<file path="src/rtl/column_drop_writer_pkg.sv">
// Shared constants and types for the Connect Four column writer.
// Board geometry, player encodings and FSM states.
package column_drop_writer_pkg;

    localparam int COLS   = 7;
    localparam int ROWS   = 6;
    localparam int COL_W  = 3;
    localparam int MOVE_W = 6;
    localparam int ROW_W  = 3;

    localparam logic PLAYER0 = 1'b0;
    localparam logic PLAYER1 = 1'b1;

    // Total cells on the board; reaching this count without a win is a draw.
    localparam logic [MOVE_W-1:0] CELLS = MOVE_W'(COLS * ROWS);

    // Column count widened by one bit so it can be compared with drop_col.
    localparam logic [COL_W:0] COLS_LIM = (COL_W + 1)'(COLS);

    typedef enum logic [1:0] {
        ST_IDLE  = 2'd0,
        ST_WRITE = 2'd1,
        ST_CHECK = 2'd2,
        ST_OVER  = 2'd3
    } state_e;

    // One-hot mask selecting a single row within a column.
    function automatic logic [ROWS-1:0] row_mask(input logic [ROW_W-1:0] r);
        return ROWS'(1) << r;
    endfunction

endpackage

</file>
<file path="src/rtl/column_drop_writer_lowest_empty_row.sv">
// Priority encoder: finds the lowest unoccupied row of a column.
// Also flags a column with no empty row.
module lowest_empty_row #(
    parameter int ROWS  = 6,
    parameter int ROW_W = 3
) (
    input  logic [ROWS-1:0]  col_i,
    output logic [ROW_W-1:0] row_o,
    output logic             full_o
);

    // Scan from the top down so the lowest zero bit wins.
    always_comb begin
        row_o  = '0;
        full_o = &col_i;
        for (int i = ROWS - 1; i >= 0; i--) begin
            if (!col_i[i]) begin
                row_o = ROW_W'(i);
            end
        end
    end

endmodule

</file>
<file path="src/rtl/column_drop_writer.sv">
// Connect Four board owner: lands dropped pieces, hands the column to
// the win checker, then toggles the turn or ends the game.
module column_drop_writer
    import column_drop_writer_pkg::*;
(
    input  logic              clk,
    input  logic              reset,
    input  logic              new_game,
    input  logic              drop_valid,
    input  logic [COL_W-1:0]  drop_col,
    output logic              drop_ready,
    output logic              drop_error,
    output logic              check_valid,
    output logic [ROWS-1:0]   chk_player_register,
    output logic [ROWS-1:0]   chk_onoff_register,
    output logic              chk_player,
    output logic [ROW_W-1:0]  landed_row,
    input  logic              wongame,
    output logic              game_over,
    output logic              winner,
    output logic              draw,
    output logic              cur_player,
    output logic [MOVE_W-1:0] move_count,
    input  logic [COL_W-1:0]  rd_col,
    output logic [ROWS-1:0]   rd_player_register,
    output logic [ROWS-1:0]   rd_onoff_register
);

    state_e state_q, state_d;

    logic [ROWS-1:0]   onoff_q  [COLS];
    logic [ROWS-1:0]   onoff_d  [COLS];
    logic [ROWS-1:0]   player_q [COLS];
    logic [ROWS-1:0]   player_d [COLS];

    logic [COL_W-1:0]  col_q, col_d;
    logic [ROW_W-1:0]  row_q, row_d;
    logic              cur_q, cur_d;
    logic [MOVE_W-1:0] moves_q, moves_d;
    logic              over_q, over_d;
    logic              win_q, win_d;
    logic              draw_q, draw_d;
    logic              err_q, err_d;
    logic [ROWS-1:0]   chk_on_q, chk_on_d;
    logic [ROWS-1:0]   chk_pl_q, chk_pl_d;
    logic              chk_who_q, chk_who_d;

    logic [ROWS-1:0]   sel_onoff;
    logic [ROW_W-1:0]  free_row;
    logic              col_full;
    logic              col_ok;
    logic [ROWS-1:0]   mask;

    assign col_ok = {1'b0, drop_col} < COLS_LIM;
    assign mask   = row_mask(row_q);

    // Occupancy of the requested column; empty for out-of-range columns.
    always_comb begin
        sel_onoff = '0;
        for (int c = 0; c < COLS; c++) begin
            if (drop_col == COL_W'(c)) begin
                sel_onoff = onoff_q[c];
            end
        end
    end

    lowest_empty_row #(
        .ROWS  (ROWS),
        .ROW_W (ROW_W)
    ) u_ler (
        .col_i  (sel_onoff),
        .row_o  (free_row),
        .full_o (col_full)
    );

    // Display read port; out-of-range columns read as empty.
    always_comb begin
        rd_onoff_register  = '0;
        rd_player_register = '0;
        for (int c = 0; c < COLS; c++) begin
            if (rd_col == COL_W'(c)) begin
                rd_onoff_register  = onoff_q[c];
                rd_player_register = player_q[c];
            end
        end
    end

    // Next-state and datapath updates; new_game overrides everything.
    always_comb begin
        state_d   = state_q;
        onoff_d   = onoff_q;
        player_d  = player_q;
        col_d     = col_q;
        row_d     = row_q;
        cur_d     = cur_q;
        moves_d   = moves_q;
        over_d    = over_q;
        win_d     = win_q;
        draw_d    = draw_q;
        err_d     = 1'b0;
        chk_on_d  = chk_on_q;
        chk_pl_d  = chk_pl_q;
        chk_who_d = chk_who_q;

        unique case (state_q)
            ST_IDLE: begin
                if (drop_valid && drop_ready) begin
                    if (!col_ok || col_full) begin
                        err_d = 1'b1;
                    end else begin
                        col_d   = drop_col;
                        row_d   = free_row;
                        state_d = ST_WRITE;
                    end
                end
            end
            ST_WRITE: begin
                for (int c = 0; c < COLS; c++) begin
                    if (col_q == COL_W'(c)) begin
                        onoff_d[c]  = onoff_q[c] | mask;
                        player_d[c] = (player_q[c] & ~mask)
                                    | ((cur_q == PLAYER1) ? mask : '0);
                        chk_on_d    = onoff_d[c];
                        chk_pl_d    = player_d[c];
                    end
                end
                chk_who_d = cur_q;
                moves_d   = moves_q + MOVE_W'(1);
                state_d   = ST_CHECK;
            end
            ST_CHECK: begin
                if (wongame) begin
                    over_d  = 1'b1;
                    win_d   = cur_q;
                    state_d = ST_OVER;
                end else if (moves_q == CELLS) begin
                    over_d  = 1'b1;
                    draw_d  = 1'b1;
                    state_d = ST_OVER;
                end else begin
                    cur_d   = ~cur_q;
                    state_d = ST_IDLE;
                end
            end
            ST_OVER: begin
                state_d = ST_OVER;
            end
            default: begin
                state_d = ST_IDLE;
            end
        endcase

        if (new_game) begin
            state_d   = ST_IDLE;
            col_d     = '0;
            row_d     = '0;
            cur_d     = PLAYER0;
            moves_d   = '0;
            over_d    = 1'b0;
            win_d     = 1'b0;
            draw_d    = 1'b0;
            err_d     = 1'b0;
            chk_on_d  = '0;
            chk_pl_d  = '0;
            chk_who_d = 1'b0;
            for (int c = 0; c < COLS; c++) begin
                onoff_d[c]  = '0;
                player_d[c] = '0;
            end
        end
    end

    // FSM state register.
    always_ff @(posedge clk) begin
        if (reset) begin
            state_q <= ST_IDLE;
        end else begin
            state_q <= state_d;
        end
    end

    // Board storage, game status and checker-facing registers.
    always_ff @(posedge clk) begin
        if (reset) begin
            col_q     <= '0;
            row_q     <= '0;
            cur_q     <= PLAYER0;
            moves_q   <= '0;
            over_q    <= 1'b0;
            win_q     <= 1'b0;
            draw_q    <= 1'b0;
            err_q     <= 1'b0;
            chk_on_q  <= '0;
            chk_pl_q  <= '0;
            chk_who_q <= 1'b0;
            for (int c = 0; c < COLS; c++) begin
                onoff_q[c]  <= '0;
                player_q[c] <= '0;
            end
        end else begin
            col_q     <= col_d;
            row_q     <= row_d;
            cur_q     <= cur_d;
            moves_q   <= moves_d;
            over_q    <= over_d;
            win_q     <= win_d;
            draw_q    <= draw_d;
            err_q     <= err_d;
            chk_on_q  <= chk_on_d;
            chk_pl_q  <= chk_pl_d;
            chk_who_q <= chk_who_d;
            for (int c = 0; c < COLS; c++) begin
                onoff_q[c]  <= onoff_d[c];
                player_q[c] <= player_d[c];
            end
        end
    end

    assign drop_ready          = (state_q == ST_IDLE) && !over_q;
    assign check_valid         = (state_q == ST_CHECK);
    assign drop_error          = err_q;
    assign chk_onoff_register  = chk_on_q;
    assign chk_player_register = chk_pl_q;
    assign chk_player          = chk_who_q;
    assign landed_row          = row_q;
    assign game_over           = over_q;
    assign winner              = win_q;
    assign draw                = draw_q;
    assign cur_player          = cur_q;
    assign move_count          = moves_q;

endmodule
</file>
<file path="config.mk">
export PLATFORM = sky130hd
export DESIGN_NAME = column_drop_writer
export DESIGN_NICKNAME = d
export VERILOG_FILES = /design/src/rtl/column_drop_writer_pkg.sv /design/src/rtl/column_drop_writer_lowest_empty_row.sv /design/src/rtl/column_drop_writer.sv
export SDC_FILE = /design/constraint.sdc
export NUM_CORES = 1
export LEC_CHECK = 0
export ABC_CLOCK_PERIOD_IN_PS = 2500
export CAP_MARGIN = 20
export CORE_ASPECT_RATIO = 1.5
export CORE_MARGIN = 2
export CORE_UTILIZATION = 30
export DETAILED_ROUTE_END_ITERATION = 7
export PLACE_DENSITY = 0.5
export SYNTH_ARGS = -nofsm -noshare
export SYNTH_HDL_FRONTEND = slang
export SYNTH_SLANG_ARGS = --single-unit
</file>
<file path="constraint.sdc">
create_clock -name clk -period 2.5 [get_ports clk]
set_input_delay 0.25 -clock clk [delete_from_list [all_inputs] [get_ports clk]]
set_output_delay 0.25 -clock clk [all_outputs]
set_load 0.005 [all_outputs]
</file>
==> qor.csv <==
stage,metric,value,unit
outcome,status,"complete, but fails checks",
outcome,failing checks,setup timing,
clock_network,postcts setup bufs,0,
sta,Final Setup Violations,1,
routing,1st-iter DRT viols,599,
global_route,vias in the first global route,6050,
floorplanning,initial core utilization,30.4,%
layout,layout cells sized above 1,13.5,%
synthesis,Post-Syn Area,6370,um^2
synthesis,yosys warns,0,
routing,1st-pass router iterations,6,
job,max cap viols,0,
floorplanning,Total Die Area,22500,um^2
worst_setup_path,Buf/Inv on CP,4,
synthesis,Synth Area in Adders,0.393,%
sta,worst-margin pin slew,0.723,ns
worst_setup_path,CP arrival,2.28,ns
routing,vias post-DR,6256,
floorplanning,Core ar.,21000,um^2
layout,fin nets,883,
synthesis,register bit total from synthesis,116,
global_route,first-pass GRT wire length,36800,um
routing,routed vias/inst,5.44,
synthesis,complex-gate fraction of the synthesized area,24.2,%
placed_design,Placed Instances,1119,
sta,RSZ-0062 raised after global routing,no,
placed_design,HPWL after DPL,17700,um
global_route,initial antenna violation count,0,
layout,ant diodes,0,
clock_network,CTS root buf,clkbuf_16,
routing,Post-Route WL,24300,um
sta,Final min period,2.53,ns
worst_setup_path,Critical Path Max Stage Delay,0.51,ns
synthesis,Post-synth top flop,dfxtp_1,
routing,DRC Markers,0,
layout,"most common cell after layout, fill and taps aside",nor2_1,
sta,Slew HR,51.7,%
synthesis,largest family of logic cells by synthesized area,compound AO/OA/AOI/OAI gates,
sta,Final Slew Violations,0,
synthesis,"EDFF count, synth",0,
layout,"commonest non-fill, non-tap cells in the layout","141 x nor2_1, 115 x dfxtp_1, 70 x a21oi_1, 68 x nand2_1, 61 x mux2i_1",
clock_network,H-tree levels,4,
placed_design,GP Congestion,0.885,
synthesis,Mapped Nets,817,
clock_network,Worst-path clk slew,0.06,ns
sta,Tcrit/Tclk final,101,%
worst_setup_path,CP startpoint kind,input pin,
synthesis,post-synthesis xor/xnor area fraction,0.824,%
placed_design,port bufs,51,
clock_network,clk buf depth,2,
worst_setup_path,"Max stage delay cell, worst path",o21ai_0,
synthesis,Synth Area in Simple Gates,19.2,%
clock_network,CTS tree,yes,
synthesis,syn_area_per_cell,7.93,um^2
sta,final-report hold violation count,0,
worst_setup_path,Worst Path Required,2.25,ns
power_and_ir_drop,P_leak,2.81,nW
clock_network,post_cts resized,0,
floorplanning,I/O pin total,52,
global_route,total gr overflow,0,
sta,final worst slack,-0.0291,ns
synthesis,Synth cell types,60,
clock_network,"Clk Latency, worst-skew pair",0.42,ns
sta,hold_ws,0.414,ns
routing,Final ANT Viol Nets,0,
routing,post-DR wirelength/cell,21.1,um
synthesis,"FFs w/ async S/R, synth",0,%
worst_setup_path,"CP delay by family, top",buffers and inverters,
floorplanning,Die Width,123,um
clock_network,TritonCTS Buffers,17,
worst_setup_path,worst reg2reg setup slack,0.26,ns
worst_setup_path,Crit. End Element,output port,
power_and_ir_drop,Pwr per Cell Area,610,nW/um^2
global_route,GRT Resource Usage Total,22.1,%
layout,"non-filler cells, final",1151,
power_and_ir_drop,peak supply drop,0.359,mV
clock_network,Hold Buf Count CTS,0,
sta,f_max,395,MHz
worst_setup_path,crit-path max FO,14,
clock_network,clock sinks,116,
layout,Area Growth Syn to Fin,27.5,%
synthesis,post-synthesis sequential area ratio,36.4,%
worst_setup_path,"Critical Path, Cell by Cell",clkdlybuf4s50_1 -> buf_4 -> o21ai_0 -> buf_4 -> mux2_2 -> clkdlybuf4s50_1,
synthesis,synthesized instance count,804,
floorplanning,std cell rows,65,
worst_setup_path,Setup CP Type,in2out,
sta,Worst Skew,0.00818,ns
synthesis,mux cell area share after synthesis,14.2,%
floorplanning,Die Y,183,um
power_and_ir_drop,Tot Pwr,0.00496,W
hold_path,worst hold path class,in2reg,
global_route,largest net degree at the start of global routing,42,
==> per-layer routing <==
| metal | GRT usage, % | routed length, um | up-vias |
|---|---|---|---|
| li1 | - | - | 2988 |
| met3 | 3.13 | 936 | 64 |
| met4 | 13.0 | 1370 | 0 |
| met2 | 36.7 | 12000 | 198 |
| met1 | 26.8 | 10000 | 3006 |
| met5 | 0 | 0 | - |
==> state kept, by name (all words and copies together) (netlist names) <==
signal and cells:
player_q 42, chk_player 1, cur_player 1, winner 1, onoff_q 42, move_count 6
chk_onoff_register 6, col_q 3, chk_player_register 6, drop_error 1, game_over 1, landed_row 3
draw 1, state_q 2
==> worst paths after layout <==
path | from | end | depth (start not counted)
setup reg to reg | col_q[2] | chk_player_register[1] | 8
setup / recovery | rd_col[1] | rd_player_register[1] | 6
hold / removal | drop_valid | drop_error | 3
hold reg to reg | winner | winner | 2
==> metrics by stage <==
step	instance area (um^2)	setup slack [ns]	setup TNS, ns	utilization [%]
4_1_cts	8130	0.0281	0	38.7
3_5_place_dp	7480	-0.0271	-0.0274	35.6
3_3_place_gp	7480	0.0151	0	35.6
5_1_grt	8130	0.00268	0	38.7
6_report	8130	-0.0291	-0.0291	38.7
2_1_floorplan	6370	0.593	0	-
==> tightest hold or removal path: cells and delay by family <==
family / cells / cell delay (ns)
buffers and inverters: 1 / 0.42
AO/OA/AOI/OAI: 1 / 0.04
AND/OR/NAND/NOR: 1 / 0.08
==> cell usage after synthesis (4+ instances only) <==
cell type | count | area share, %
nor3_1 | 5 | 0.39
inv_1 | 11 | 0.65
a31oi_1 | 6 | 0.59
mux4_2 | 6 | 2.1
clkbuf_1 | 46 | 2.7
a22oi_1 | 11 | 1.3
nand2b_1 | 15 | 1.5
a21oi_1 | 70 | 5.5
buf_1 | 5 | 0.29
mux2i_1 | 61 | 9.6
xor2_1 | 4 | 0.55
mux2_2 | 13 | 2.3
o22ai_1 | 12 | 1.2
nor2b_1 | 12 | 1.2
nand3_1 | 16 | 1.3
a2bb2oi_1 | 4 | 0.55
buf_2 | 10 | 0.79
nor2_1 | 142 | 8.4
o21a_1 | 21 | 2.5
a32oi_1 | 6 | 0.82
nand2_1 | 68 | 4.0
a22o_1 | 7 | 0.96
a221o_1 | 5 | 0.79
dfxtp_1 | 116 | 36
o21ai_0 | 58 | 4.6
o21bai_1 | 4 | 0.47
o211ai_1 | 5 | 0.59
a211o_1 | 4 | 0.55
o21ai_1 | 14 | 1.1
==> cells by family after synthesis <==
family          count (synthesis)
xor+xnor                        6
buf+inv                        75
fa+ha+maj                       2
compound gates                244
flops                         116
simple gates                  280
mux                            81
==> report_power, final <==
| part | leakage (nW) | total (W) | internal (W) | switching (W) |
|---|---|---|---|---|
| registers | 0.935 | 0.00187 | 0.00186 | 0.0000118 |
| clock network | 0.315 | 0.00271 | 0.00180 | 0.000915 |
| logic | 1.56 | 0.000377 | 0.000151 | 0.000226 |
| total | 2.81 | 0.00496 | 0.00381 | 0.00115 |
==> cell type report <==
type                            count  area, um^2
Sequential cell                   116        2320
Clock buffer                       20         447
Multi-Input combinational cell    613        3750
Inverter                           12        45.0
Timing Repair Buffer              110        1020
Tap cell                          268         335
Clock inverter                     12         203
Fill cell                        2202       12900
No activity file was read; power rests on OpenSTA's default activity.
